## config.mk

```make
export PLATFORM = sky130hd
export DESIGN_NAME = ws_sram_writer
export DESIGN_NICKNAME = d
export VERILOG_FILES = /design/src/rtl/ws_sram_writer.sv
export SDC_FILE = /design/constraint.sdc
export NUM_CORES = 1
export LEC_CHECK = 0
export ABC_AREA = 1
export BUFFER_PORTS_ARGS = -buffer_cell sky130_fd_sc_hd__buf_2
export CAP_MARGIN = 20
export CORE_MARGIN = 4
export CORE_UTILIZATION = 50
export DETAILED_ROUTE_END_ITERATION = 8
export GPL_TIMING_DRIVEN = 1
export PLACE_DENSITY = 0.74
export SKIP_CTS_REPAIR_TIMING = 1
export SYNTH_ARGS = -nofsm -noshare
export SYNTH_HDL_FRONTEND = slang
export SYNTH_SLANG_ARGS = --single-unit
```

## constraint.sdc

```tcl
create_clock -name CLOCK_50_I -period 5 [get_ports CLOCK_50_I]
set_input_delay 0.25 -clock CLOCK_50_I [delete_from_list [all_inputs] [get_ports CLOCK_50_I]]
set_output_delay 0.25 -clock CLOCK_50_I [all_outputs]
set_load 0.05 [all_outputs]
```

## src/rtl/ws_sram_writer.sv

```systemverilog
// ws_sram_writer
//   Write-back stage for one 8x8 IDCT block. Reads the 64 signed S values
//   from DPRAM0, clips each to 8 bits and writes 32 packed words
//   {even pixel, odd pixel} into the block's place in the output frame
//   in SRAM. The block position (plane, block row RB, block column CB) is
//   tracked internally and advances after every completed block:
//   Y (40x30 blocks) -> U (20x30) -> V (20x30) -> Y of the next frame.
//
// Handshake: WS_start is a request sampled only in S_WS_IDLE. WS_done is
//   a one-cycle completion pulse. There is no back-pressure: once started,
//   a block runs to completion in 67 cycles unless Resetn aborts it.
//
// Ports
//   CLOCK_50_I       system clock
//   Resetn           asynchronous active-low reset
//   WS_start         start one block (IDLE only)
//   WS_done          one-cycle pulse, block fully written
//   WS_read_address  DPRAM0 read address (combinational, DP_BASE+SC)
//   WS_read_data     DPRAM0 read data, valid one cycle after the address
//   SRAM_address     registered SRAM word address
//   SRAM_write_data  registered {clip(S[2j]), clip(S[2j+1])}
//   SRAM_we_n        registered active-low write enable
//   WS_clip_count    (only with WS_CLIP_CNT_EN) saturating count of
//                    S values that were altered by clipping
//
// Build option: define WS_CLIP_CNT_EN to add the clip counter.
module ws_sram_writer #(
  parameter logic [17:0] Y_BASE  = 18'd0,
  parameter logic [17:0] U_BASE  = 18'd38400,
  parameter logic [17:0] V_BASE  = 18'd57600,
  parameter logic [6:0]  DP_BASE = 7'd0
) (
  input  logic        CLOCK_50_I,
  input  logic        Resetn,
  input  logic        WS_start,
  output logic        WS_done,
  output logic [6:0]  WS_read_address,
  input  logic [31:0] WS_read_data,
`ifdef WS_CLIP_CNT_EN
  output logic [15:0] WS_clip_count,
`endif
  output logic [17:0] SRAM_address,
  output logic [15:0] SRAM_write_data,
  output logic        SRAM_we_n
);

  typedef enum logic [2:0] {
    S_WS_IDLE, S_WS_RD_EVEN, S_WS_RD_ODD, S_WS_LO, S_WS_DONE
  } ws_state_t;

  localparam logic [1:0] PL_Y = 2'd0;
  localparam logic [1:0] PL_U = 2'd1;
  localparam logic [1:0] PL_V = 2'd2;

  ws_state_t   state, state_n;
  logic [5:0]  sc;          // sample counter, index of S being addressed
  logic [7:0]  even_pix;    // clipped even sample of the pair in flight
  logic [4:0]  pair_idx;    // j of the pair in flight
  logic        pend;        // a pair's odd sample arrives this cycle
  logic [1:0]  plane;
  logic [4:0]  rb;
  logic [5:0]  cb;
  logic [5:0]  c_end;

  logic [7:0]  cur_pix;
  logic        cur_clipped;
  logic        wr_issue;
  logic [17:0] plane_base;
  logic [17:0] row18;
  logic [17:0] row_off;
  logic [17:0] wr_addr;

  logic        we_n_n, done_n;
  logic [17:0] addr_n;
  logic [15:0] data_n;

  function automatic logic [7:0] clip8(input logic [31:0] s);
    if (s[31])           return 8'h00;
    else if (|s[30:8])   return 8'hFF;
    else                 return s[7:0];
  endfunction

  assign WS_read_address = DP_BASE + {1'b0, sc};
  assign c_end           = (plane == PL_Y) ? 6'd39 : 6'd19;

  // Datapath: clip the sample on the read bus and form the write address.
  always_comb begin
    cur_pix     = clip8(WS_read_data);
    // Any clip alters the value: negatives become 0, >255 become 255.
    cur_clipped = WS_read_data[31] | (|WS_read_data[30:8]);
    wr_issue    = ((state == S_WS_RD_EVEN) && pend) || (state == S_WS_LO);
    case (plane)
      PL_U:    plane_base = U_BASE;
      PL_V:    plane_base = V_BASE;
      default: plane_base = Y_BASE;
    endcase
    // Frame row = RB*8 + pair row; row width is 160 words (Y) or 80 (U/V).
    row18 = {10'd0, rb, pair_idx[4:2]};
    if (plane == PL_Y) row_off = (row18 << 7) + (row18 << 5);
    else               row_off = (row18 << 6) + (row18 << 4);
    wr_addr = plane_base + row_off + {10'd0, cb, pair_idx[1:0]};
  end

  // FSM: state register
  always_ff @(posedge CLOCK_50_I or negedge Resetn) begin
    if (!Resetn) state <= S_WS_IDLE;
    else         state <= state_n;
  end

  // FSM: next state
  always_comb begin
    state_n = state;
    case (state)
      S_WS_IDLE:    if (WS_start) state_n = S_WS_RD_EVEN;
      S_WS_RD_EVEN: state_n = S_WS_RD_ODD;
      S_WS_RD_ODD:  state_n = (sc == 6'd63) ? S_WS_LO : S_WS_RD_EVEN;
      S_WS_LO:      state_n = S_WS_DONE;
      S_WS_DONE:    state_n = S_WS_IDLE;
      default:      state_n = S_WS_IDLE;
    endcase
  end

  // FSM: next values of the registered outputs. A write strobe lasts one
  // cycle because we_n returns to 1 unless a write is issued again.
  always_comb begin
    we_n_n = 1'b1;
    done_n = 1'b0;
    addr_n = SRAM_address;
    data_n = SRAM_write_data;
    if (wr_issue) begin
      we_n_n = 1'b0;
      addr_n = wr_addr;
      data_n = {even_pix, cur_pix};
    end
    if (state == S_WS_DONE) done_n = 1'b1;
  end

  always_ff @(posedge CLOCK_50_I or negedge Resetn) begin
    if (!Resetn) begin
      SRAM_we_n       <= 1'b1;
      WS_done         <= 1'b0;
      SRAM_address    <= 18'd0;
      SRAM_write_data <= 16'd0;
    end else begin
      SRAM_we_n       <= we_n_n;
      WS_done         <= done_n;
      SRAM_address    <= addr_n;
      SRAM_write_data <= data_n;
    end
  end

  // Sample sequencing and block position tracking.
  always_ff @(posedge CLOCK_50_I or negedge Resetn) begin
    if (!Resetn) begin
      sc       <= 6'd0;
      even_pix <= 8'd0;
      pair_idx <= 5'd0;
      pend     <= 1'b0;
      plane    <= PL_Y;
      rb       <= 5'd0;
      cb       <= 6'd0;
    end else begin
      case (state)
        S_WS_IDLE: begin
          pend <= 1'b0;
          if (WS_start) sc <= 6'd0;
        end
        S_WS_RD_EVEN: begin
          sc   <= sc + 6'd1;
          pend <= 1'b0;
        end
        S_WS_RD_ODD: begin
          sc       <= sc + 6'd1;
          even_pix <= cur_pix;
          pair_idx <= sc[5:1];
          pend     <= 1'b1;
        end
        S_WS_LO: pend <= 1'b0;
        S_WS_DONE: begin
          if (cb == c_end) begin
            cb <= 6'd0;
            if (rb == 5'd29) begin
              rb <= 5'd0;
              case (plane)
                PL_Y:    plane <= PL_U;
                PL_U:    plane <= PL_V;
                default: plane <= PL_Y;
              endcase
            end else begin
              rb <= rb + 5'd1;
            end
          end else begin
            cb <= cb + 6'd1;
          end
        end
        default: pend <= 1'b0;
      endcase
    end
  end

`ifdef WS_CLIP_CNT_EN
  // A sample is taken on the bus in RD_ODD (even) and when a write is
  // issued (odd); at most one per cycle.
  logic sample_valid;
  assign sample_valid = (state == S_WS_RD_ODD) || wr_issue;

  always_ff @(posedge CLOCK_50_I or negedge Resetn) begin
    if (!Resetn)
      WS_clip_count <= 16'd0;
    else if (sample_valid && cur_clipped && (WS_clip_count != 16'hFFFF))
      WS_clip_count <= WS_clip_count + 16'd1;
  end
`else
  logic unused_clip;
  assign unused_clip = cur_clipped;
`endif

endmodule
```

==> summary.txt, run 1 <==
CTS
  • Clk buf depth: 2
  • H-tree lvl count: 3
  • Clk_lat worst skew: 350 ps
  • CTS Buf Count: 9
  • Clock-pin transition on the worst setup and hold timing paths: 90 ps
  • CTS tree: done
  • Root Buffer Master: clkbuf_8
  • Clock Sinks: 71

Route
  • Initial drt markers: 150
  • Post-route DRC violation count: 0
  • DR pass1 iterations: 4
  • Vias per std cell: 5.207
  • Routed WL: 8163 um
  • Final ANT Viol Nets: 0
  • WL/cell: 12.71 um
  • DR vias: 3343

Cells and area
  • # fillers: 646
  • Non-filler cells, final: 642
  • Final nets: 600
  • Commonest non-fill, non-tap cell in the layout: nand2_1
  • Ant. Diodes: 0
  • Share of cells above drive strength 1: 0.2026
  • Area Growth Syn to Fin: 16.66%
  • Commonest cells after routing, fill and taps aside: nand2_1, buf_2, dfrtp_1

Placement
  • Hpwl dp: 6045 um
  • Input/output buffers: 75
  • Placer Congestion: 0.8470
  • Placed cell count: 625

Floorplanning
  • Initial Util: 0.5242
  • Die height: 96.14 um
  • Die width: 96.14 um
  • Die footprint: 9242 um^2
  • Core area: 7408 um^2
  • FP Rows: 31
  • IO Pins: 78

STA
  • Least-Margin Pin Slew: 857.5 ps
  • Max transition margin: 0.4270
  • # setup viols final: 0
  • Fin. Hold Viols: 0
  • Clk_skew: 10.96 ps
  • RSZ-0062 raised after global routing: false
  • Minimum clock period: 3168 ps
  • F_max: 315.7 MHz
  • Period utilisation layout: 0.6336
  • WHS: 126.4 ps
  • Slew Limit Fails: 0
  • Sum Neg Setup Slack: 0 ps

Synthesis
  • Synthesis warning total: 0
  • Yosys reg bits: 71
  • Yosys cell types: 38
  • Syn Inst Count: 462
  • Sequential share of the synthesized area: 0.4578
  • Syn Area/Cell: 8.406 um^2
  • Cell area after synthesis: 3884 um^2

Global route
  • Vias in the first global route: 3456
  • Initial antenna violation count: 0
  • First-pass GRT wire length: 14470 um
  • Total gr overflow: 0
  • Largest net degree at the start of global routing: 52
  • Overall Global Routing Usage: 0.1969

Critical path
  • WS Path Type: reg2reg
  • CP endpoint kind: flop
  • Max incr delay on CP: 400 ps
  • Crit path cell chain: ha_1 > inv_1 > fa_1 > nand3b_1 > nand2_1 > a21oi_1 > o21ai_0 > xor2_1 > mux2i_1 > ha_1 > nand2_1 > inv_1 > a221oi_1 > nand3_1 > nand3_1 > nand2_1
  • Most frequent CP cell: nand2_1
  • Critical Path Start Type: flop
  • CP max stage cell: dfrtp_1
  • Crit path DAT: 3410 ps
  • CP Max Fanout: 5
  • CP required: 5240 ps

Power and ir drop
  • Peak VDD IR: 0.0004351 V
  • Sw Share: 0.4783
  • Power Dens Cells: 498.3 nW/um^2
  • Internal power: 1178 uW
  • Clock share of power: 0.194
  • Share of power burned in registers: 0.382
  • Leak pwr: 0.002388 uW
  • Combinational Power Share: 0.424
  • Switching power: 1080 uW

Run status
  • Outcome: completed

Flow run
  • Max-Cap Viols: 0

Min path
  • Hold crit path type: in2reg
==> final cells by class <==
class	instances	area [um^2]	share of cell area
timing repair buffer	78	400.4	0.08837
sequential	71	1778	0.3924
clock inverter	6	51.30	0.01132
multi-input combinational	331	1863	0.4112
clock buffer	10	137.6	0.03038
tap	99	123.9	0.02734
inverter	47	176.4	0.03894
==> flip-flops by register name, summed over array words and instances, names as in the netlist <==
register         cells
SRAM_write_data     16
plane                2
pair_idx             5
SRAM_address        17
even_pix             8
sc                   6
SRAM_we_n            1
WS_done              1
cb                   6
state                3
rb                   5
pend                 1
==> worst paths after layout <==
| check | cells past startpoint | to | slack (ps) | from |
|---|---|---|---|---|
| setup reg to reg | 16 | SRAM_address[15] | 1830 | pair_idx[2] |
| min in group asynchronous | 2 | rb[3] | 390 | Resetn |
| max in group asynchronous | 3 | even_pix[0] | 3620 | Resetn |
| hold reg to reg | 2 | SRAM_address[3] | 470 | SRAM_address[3] |
| setup / recovery | 16 | SRAM_address[15] | 1830 | pair_idx[2] |
| hold / removal | 3 | state[0] | 130 | WS_start |
==> kinds of logic (layout without fill, tap and decap cells) <==
kind of cell	after synthesis	after routing	share of synthesized area
AND/OR/NAND/NOR	202	202	0.2326
AO/OA/AOI/OAI	83	83	0.1150
flip-flops	71	71	0.4578
buffers and inverters	61	141	0.06346
adder cells (fa/ha/maj)	27	27	0.09085
XOR/XNOR	14	14	0.03157
multiplexers	3	3	0.007732
other	1	2	0.0009656
==> cells in the mapped netlist, drive strengths merged <==
cell	instances	area, um^2
nor3b	2	25.02
nor2	19	78.83
clkbuf	4	15.01
conb	1	3.750
a221oi	1	8.760
o211ai	1	7.510
mux2i	3	30.03
ha	25	312.8
fa	2	40.04
xor2	8	70.07
o21a	1	7.510
dfrtp	70	1752
nand3	24	120.1
inv	47	176.4
dfstp	1	26.28
a31oi	1	6.260
or2	2	12.51
nor4	5	31.28
o22ai	6	43.79
nand3b	4	30.03
buf	10	55.05
o21ai	56	280.3
o41ai	1	8.760
nor3	5	41.29
nand4	7	58.81
nand2	134	505.5
xnor2	6	52.55
a21oi	16	83.83
==> per-stage QoR <==
step | setup slack (ps) | util | total power, uW | area [um^2]
6_report | 1832 | 0.6116 | 2258 | 4531
5_1_grt | 1511 | 0.6116 | 2425 | 4531
4_1_cts | 1851 | 0.6102 | 2284 | 4521
3_5_place_dp | 1868 | 0.5847 | 1835 | 4332
3_3_place_gp | 1979 | 0.5847 | 1817 | 4332
2_1_floorplan | 2139 | - | 1599 | 3887
==> layer usage <==
metal  vias up  wire length, um  GRT usage
met2       102             3897     0.3399
met5         -                0          0
met3         5              558    0.05551
met4         0               39    0.05806
met1      1566             3668     0.2385
li1       1670                -          -
==> worst max-delay path: cells and delay by family, from the launching register on <==
kind | cells | cell delay [ps]
fa+ha+maj | 3 | 950
flops | 1 | 400
compound gates | 3 | 640
buf+inv | 2 | 110
simple gates | 6 | 640
mux | 1 | 130
xor+xnor | 1 | 210
==> power groups by stage <==
stage | combinational (uW) | clock, uW | sequential (uW)
finish | 958 | 437 | 863
global route | 1060 | 481 | 886
CTS | 967 | 453 | 863
detailed placement | 965 | 0 | 870
global placement | 949 | 0 | 868
floorplan | 357 | 0 | 1240
(Power assumes the default switching activity.)
==> run 2: changes to the inputs <==
==> constraint.sdc (replaced) <==
create_clock -name CLOCK_50_I -period 3 [get_ports CLOCK_50_I]
set_input_delay 0.15 -clock CLOCK_50_I [delete_from_list [all_inputs] [get_ports CLOCK_50_I]]
set_output_delay 0.15 -clock CLOCK_50_I [all_outputs]
set_load 0.05 [all_outputs]
==> run 2 against run 1 <==
  * The run now ends with negative hold slack left
  * Critical path type unchanged
  * Cell count increased by 1.4%
  * Core utilization increased by 2.3 points
  * Clock power increased by 94%
  * Hold slack got worse by 130 ps
  * Combinational power increased by 69%
  * Non-clock buffer count increased by 9
  * Clock skew decreased by 6.6 ps
  * Sequential cell count unchanged
  * Critical path depth increased by 1
==> summary.txt, run 2 (synthesis results as in run 1) <==
Run status
  • Outcome: finished with violations
  • Failing checks: negative hold slack

STA
  • Period utilisation layout: 0.9770 (+0.3434)
  • # setup viols final: 0 (unchanged)
  • Minimum clock period: 2931 ps (-236.9 ps)
  • WHS: -6.312 ps (-132.7 ps)
  • Least-Margin Pin Slew: 887.9 ps (+30.41 ps)
  • F_max: 341.2 MHz (+8.1%)
  • Slew Limit Fails: 0 (unchanged)
  • Fin. Hold Viols: 8 (+8)
  • Max transition margin: 0.4081 (-0.01889)
  • RSZ-0062 raised after global routing: true
  • Clk_skew: 4.403 ps (-6.562 ps)

Floorplanning
  • Die footprint: 9242 um^2 (unchanged)
  • Initial Util: 0.5242 (unchanged)
  • Core area: 7408 um^2 (unchanged)
  • Die height: 96.14 um (unchanged)
  • FP Rows: 31 (unchanged)
  • IO Pins: 78 (unchanged)
  • Die width: 96.14 um (unchanged)

Min path
  • Hold crit path type: in2async

CTS
  • Clk buf depth: 2 (unchanged)
  • CTS tree: done
  • Root Buffer Master: clkbuf_8
  • Clk_lat worst skew: 350 ps (about the same)
  • CTS Buf Count: 9 (unchanged)
  • Clock Sinks: 71 (unchanged)
  • H-tree lvl count: 3 (unchanged)
  • Clock-pin transition on the worst setup and hold timing paths: 80 ps (about the same)

Route
  • DR vias: 3387 (+1.3%)
  • DR pass1 iterations: 4 (unchanged)
  • Initial drt markers: 124 (-17%)
  • WL/cell: 13.45 um (+5.7%)
  • Final ANT Viol Nets: 0 (unchanged)
  • Vias per std cell: 5.203 (about the same)
  • Routed WL: 8753 um (+7.2%)
  • Post-route DRC violation count: 0 (unchanged)

Critical path
  • Most frequent CP cell: nand2_1
  • CP max stage cell: dfrtp_1
  • Critical Path Start Type: flop
  • WS Path Type: reg2reg
  • CP required: 3290 ps (-1950 ps)
  • Crit path DAT: 3220 ps (-190 ps)
  • CP Max Fanout: 3 (-2)
  • Max incr delay on CP: 360 ps (-40 ps)
  • CP endpoint kind: flop
  • Crit path cell chain: ha_2 > inv_2 > fa_2 > nand3b_1 > nand2_1 > a21oi_2 > o21ai_2 > xor2_1 > mux2i_1 > ha_1 > nand2_1 > inv_2 > a221oi_2 > nand2_1 > nand2_1 > nand3_1 > nand2_1

Power and ir drop
  • Peak VDD IR: 0.0006194 V (+42%)
  • Tot Pwr: 3908 uW (+73%)
  • Power Dens Cells: 831.7 nW/um^2 (+67%)
  • Leak pwr: 0.002446 uW (+2.4%)

Global route
  • Initial antenna violation count: 0 (unchanged)
  • Vias in the first global route: 3485 (+0.84%)
  • First-pass GRT wire length: 14820 um (+2.4%)
  • Largest net degree at the start of global routing: 72 (+38%)
  • Total gr overflow: 0 (unchanged)
  • Overall Global Routing Usage: 0.2018 (+0.004881)

Cells and area
  • Design Area, Final: 4698 um^2 (+3.7%)
  • Top reg by flops: SRAM_address
  • Max reg flops: 17 (unchanged)
  • Share of cells above drive strength 1: 0.2446 (+0.04199)
  • Commonest cells after routing, fill and taps aside: nand2_1, buf_2, dfrtp_1
  • Ant. Diodes: 0 (unchanged)
  • Biggest registers after layout: SRAM_address x17, SRAM_write_data x16, even_pix x8
  • Commonest non-fill, non-tap cell in the layout: nand2_1
  • Area Growth Syn to Fin: 20.97%
  • Final nets: 609 (+1.5%)

Placement
  • Hpwl dp: 6193 um (+2.5%)
  • DP Area: 4377 um^2 (+1.0%)
  • Input/output buffers: 75 (unchanged)
  • Placer Congestion: 0.8624 (+1.8%)

Flow run
  • Max-Cap Viols: 0 (unchanged)
==> run 2: changes by cell type in the layout (fill, tap and decap cells not counted), sizes merged <==
cell / before / now
inv: 50 / 48
buf: 77 / 87
bufinv: 0 / 2
clkbuf: 10 / 9
dlygate4sd3: 1 / 0
clkinv: 2 / 3
==> run 2: through the flow <==
stage	setup WS, ps	std cells	TNS [ps]	utilization
3_5_place_dp	-101.7	631	-101.7	0.5908
5_1_grt	-66.47	651	-102.3	0.6342
4_1_cts	-119.5	647	-119.5	0.6203
6_report	68.89	651	0	0.6342
3_3_place_gp	69.07	631	0	0.5908
2_1_floorplan	138.6	463	0	-
==> run 2: layout make-up <==
cell class,count,area (um^2)
Timing Repair Buffer,87,465.4
Sequential cell,71,1779
Fill cell,624,2710
Inverter,47,176.4
Clock buffer,9,123.9
Tap cell,99,123.9
Multi-Input combinational cell,331,1934
Clock inverter,7,95.09
==> run 2: path summary, 6_finish.rpt <==
check	endpoint	cells past startpoint	slack, ps	start
max reg2reg	SRAM_address[15]	17	70	pair_idx[4]
min reg2reg	SRAM_address[3]	2	470	SRAM_address[3]
min in group CLOCK_50_I	state[0]	3	30	WS_start
max	SRAM_address[15]	17	70	pair_idx[4]
min	plane[1]	2	-6	Resetn
max in group asynchronous	rb[1]	2	2400	Resetn
==> run 2: report_power, final <==
part           internal [uW]  switching, uW
Combinational            389           1230
Clock                    469            380
Sequential              1260            182
==> run 2: worst max-delay path: cells and delay by family (launching register included) <==
| family | cells | cell delay, ps |
|---|---|---|
| buffers and inverters | 2 | 90 |
| adders and majority gates | 3 | 870 |
| AOI/OAI and AO/OA | 3 | 550 |
| muxes | 1 | 140 |
| xor gates and xnor gates | 1 | 190 |
| DFF | 1 | 360 |
| and+or+nand+nor | 7 | 680 |
==> run 2: routing by layer <==
metal  part of all wire  track usage  vias to the layer above  wire [um]
met1               0.44       0.2526                     1590       3868
met5                  0            0                        -          0
met2               0.48       0.3370                       94       4208
met3              0.065      0.05238                       12        566
met4              0.013      0.06991                        0        110
li1                   -            -                     1691          -
==> run 3: changes to the inputs <==
--- a/config.mk
+++ b/config.mk
@@ -5,14 +5,15 @@
 export SDC_FILE = /design/constraint.sdc
 export NUM_CORES = 1
 export LEC_CHECK = 0
-export ABC_AREA = 1
+export ABC_AREA = 0
 export BUFFER_PORTS_ARGS = -buffer_cell sky130_fd_sc_hd__buf_2
 export CAP_MARGIN = 20
 export CORE_MARGIN = 4
 export CORE_UTILIZATION = 50
+export CTS_CLUSTER_SIZE = 12
 export DETAILED_ROUTE_END_ITERATION = 8
 export GPL_TIMING_DRIVEN = 1
-export PLACE_DENSITY = 0.74
+export PLACE_DENSITY = 0.73
 export SKIP_CTS_REPAIR_TIMING = 1
 export SYNTH_ARGS = -nofsm -noshare
 export SYNTH_HDL_FRONTEND = slang
==> run 3 against run 2 <==
  * Sequential share of layout area fell by 3.1 points
  * Non-clock buffer count rose by 23
  * Cell area grew 8.9%
  * Register-to-register slack got worse by 220 ps
  * Largest cell class unchanged
  * Synthesized area increased by 6.9%
  * The run ends with negative setup slack left
  * Sequential cell count unchanged
  * Hold slack improved by 94 ps
  * Critical endpoint is now SRAM_address[16]
==> summary.txt, run 3 <==
Critical path
  • CP required: 3280 ps (about the same)
  • WS Path Type: reg2reg
  • Worst setup startpoint: pair_idx[4]
  • Worst reg2reg endpoint: SRAM_address[16]
  • Crit path DAT: 3420 ps (+200 ps)
  • CP Max Fanout: 4 (+1)
  • FF-to-FF path depth: 14 (-3)
  • End of the critical path: SRAM_address[16]
  • CP endpoint kind: flop
  • Reg2Reg Setup Slack: -150 ps (-220 ps)
  • Reg2reg start: pair_idx[4]
  • Critical Path Start Type: flop

Synthesis
  • Cell area after synthesis: 4153 um^2 (+6.9%)
  • Synthesis warning total: 0 (unchanged)
  • Asr flop ratio synth: 1.000 (unchanged)
  • Most frequent cells after synthesis: nand2_1, dfrtp_1, o21ai_0
  • Most common cell in the netlist: nand2_1
  • Ys flop type: dfrtp_1
  • Synth Area in XOR/XNOR: 0.02742 (-0.004154)
  • Simple-gate area share of the yosys netlist: 0.2079 (-0.02471)
  • Syn Inst Count: 451 (-2.4%)
  • Yosys reg bits: 71 (unchanged)
  • Mux cell area share after synthesis: 0.04278 (+0.03505)
  • Cell taking the most area after synthesis: dfrtp_1
  • Largest family of logic cells by synthesized area: simple AND/OR/NAND/NOR gates
  • Synth area leaders: dfrtp_1, nand2_1, ha_1
  • Syn Area/Cell: 9.208 um^2 (+9.5%)
  • Post-synth EDFFs: 0 (unchanged)
  • Top cell type's share of synthesized area: 0.4218 (-0.02922)
  • Sequential share of the synthesized area: 0.4281 (-0.02966)
  • Synth Area in Compound Gates: 0.1714 (+0.05642)
  • Yosys cell types: 59 (+55%)
  • Adder-Cell Fraction of Synth Area: 0.08497 (-0.005885)

STA
  • Minimum clock period: 3147 ps (+216.0 ps)
  • Max transition margin: 0.5798 (+0.1718)
  • WHS: 87.28 ps (+93.59 ps)
  • Period utilisation layout: 1.049 (+0.07199)
  • Clk_skew: 13.80 ps (+9.397 ps)
  • Least-Margin Pin Slew: 630.2 ps (-257.6 ps)
  • Worst setup margin: -147.1 ps (-216.0 ps)
  • F_max: 317.8 MHz (-6.9%)
  • Slew Limit Fails: 0 (unchanged)
  • RSZ-0062 raised after global routing: true
  • # setup viols final: 3 (+3)
  • Fin. Hold Viols: 0 (-8)

Global route
  • Overall Global Routing Usage: 0.1967 (-0.005156)
  • Busiest grt layer: met2
  • Initial antenna violation count: 0 (unchanged)
  • Largest net degree at the start of global routing: 45 (-38%)
  • Vias in the first global route: 3429 (-1.6%)
  • GR met2 Demand/Resource: 0.3197 (-0.01724)
  • M3 GR Usage: 0.04348 (-0.008906)
  • Total gr overflow: 0 (unchanged)
  • GR Layer Usage met1: 0.2651 (+0.01247)
  • First-pass GRT wire length: 15970 um (+7.8%)

CTS
  • Clock-pin transition on the worst setup and hold timing paths: 80 ps (about the same)
  • Root Buffer Master: clkbuf_8
  • Clk buf depth: 2 (unchanged)
  • CTS tree: done
  • Clk_lat worst skew: 360 ps (about the same)
  • Clock Sinks: 71 (unchanged)
  • H-tree lvl count: 3 (unchanged)
  • CTS Buf Count: 9 (unchanged)

Floorplanning
  • Die footprint: 9828 um^2 (+6.3%)
  • Initial Util: 0.5265 (+0.002255)
  • Die height: 99.14 um (+3.1%)
  • Core area: 7888 um^2 (+6.5%)
  • FP Rows: 32 (+3.2%)
  • IO Pins: 78 (unchanged)
  • Die width: 99.14 um (+3.1%)

Cells and area
  • Biggest registers after layout: SRAM_address x17, SRAM_write_data x16, even_pix x8
  • # fillers: 665 (+6.6%)
  • Final nets: 612 (+0.49%)
  • Max reg flops: 17 (unchanged)
  • Commonest non-fill, non-tap cell in the layout: nand2_1
  • Non-filler cells, final: 657 (+0.92%)
  • Ant. Diodes: 0 (unchanged)
  • Area Growth Syn to Fin: 23.20%
  • Share of cells above drive strength 1: 0.2901 (+0.04552)
  • Commonest cells after routing, fill and taps aside: nand2_1, buf_2, dfrtp_1
  • Top reg by flops: SRAM_address
  • Final Util: 0.6486 (+0.01445)

Power and ir drop
  • Power Dens Cells: 749.8 nW/um^2 (-9.8%)
  • Tot Pwr: 3836 uW (-1.8%)
  • Peak VDD IR: 0.0006355 V (+2.6%)
  • Leak pwr: 0.002533 uW (+3.6%)

Route
  • Post-route DRC violation count: 0 (unchanged)
  • Vias per std cell: 5.463 (+5.0%)
  • Final ANT Viol Nets: 0 (unchanged)
  • Routed WL: 9486 um (+8.4%)
  • DR pass1 iterations: 4 (unchanged)
  • Initial drt markers: 117 (-5.6%)
  • WL/cell: 14.44 um (+7.4%)
  • DR vias: 3589 (+6.0%)

Min path
  • Hold crit path type: in2reg

Flow run
  • Max-Cap Viols: 0 (unchanged)

Placement
  • Hpwl dp: 6905 um (+11%)
  • Placed cell count: 631 (unchanged)
  • Placer Congestion: 0.8176 (-5.2%)
  • Input/output buffers: 75 (unchanged)
  • Dpl ws: -164.3 ps (-62.68 ps)

Run status
  • Outcome: finished with violations
  • Failing checks: negative setup slack
[run 3: cell types whose count changed after synthesis, moves of 7 or more]
cell	before	now
nor2b_1	0	8
o21bai_1	0	8
buf_2	8	1
mux2i_1	3	11
nand3_1	24	9
o21ai_0	54	44
nand2_1	133	84
a21o_1	0	7
inv_1	44	11
nor3_1	3	10
clkbuf_1	4	17
[run 3: power by group]
part           internal (uW)  switching, uW  total [uW]
Clock                    327            401         728
Combinational            473           1160        1640
Sequential              1240            232        1470
Total                   2040           1790        3840
[run 3: worst min path at each step]
stage | startpoint | to | slack (ps) | cells after the start
2_1_floorplan | Resetn | SRAM_address[0] | -150 | 0
3_3_place_gp | Resetn | SRAM_address[16] | 370 | 1
3_5_place_dp | Resetn | SRAM_address[16] | 380 | 1
4_1_cts | Resetn | SRAM_address[11] | -9 | 1
5_1_grt | WS_start | state[0] | 120 | 3
6_report | WS_start | state[0] | 90 | 3
[run 3: layout make-up]
type	count	area [um^2]	share of cell area
Sequential cell	71	1779	0.3478
Timing Repair Buffer	110	656.9	0.1284
Tap cell	102	127.6	0.02494
Clock buffer	10	137.6	0.02690
Inverter	11	41.29	0.008070
Multi-Input combinational cell	347	2328	0.4551
Clock inverter	6	45.04	0.008804
[run 3: layer usage]
layer / part of all wire / vias to the layer above
li1: - / 1789
met1: 0.46 / 1698
met2: 0.47 / 80
met3: 0.048 / 22
met4: 0.020 / 0
met5: 0 / -
[run 3: worst max-delay path, cell delays in order (launching register included)]
cell	delay, ps
dfrtp_1	380
buf_4	140
ha_2	380
nand4b_1	170
a21boi_1	240
o21ai_1	100
xor2_1	210
mux2i_1	130
ha_1	360
nand2_2	70
a2111o_1	280
o211ai_1	220
buf_4	190
nand2b_1	50
a31oi_1	160
[run 3: metrics by stage]
step | cell area, um^2 | setup TNS, ps
floorplan | 4193 | -11.91
CTS | 4955 | -452.7
global placement | 4772 | -3.997
detailed placement | 4772 | -355.0
global route | 5116 | -941.6
finish | 5116 | -374.3
[run 3: kinds of logic (layout without fill, tap and decap cells)]
kind of cell,count (synthesis),in the layout
AND/OR/NAND/NOR,174,174
adder cells (fa/ha/maj),27,27
other,1,2
AO/OA/AOI/OAI,114,114
XOR/XNOR,13,13
flip-flops,71,71
multiplexers,17,17
buffers and inverters,34,137
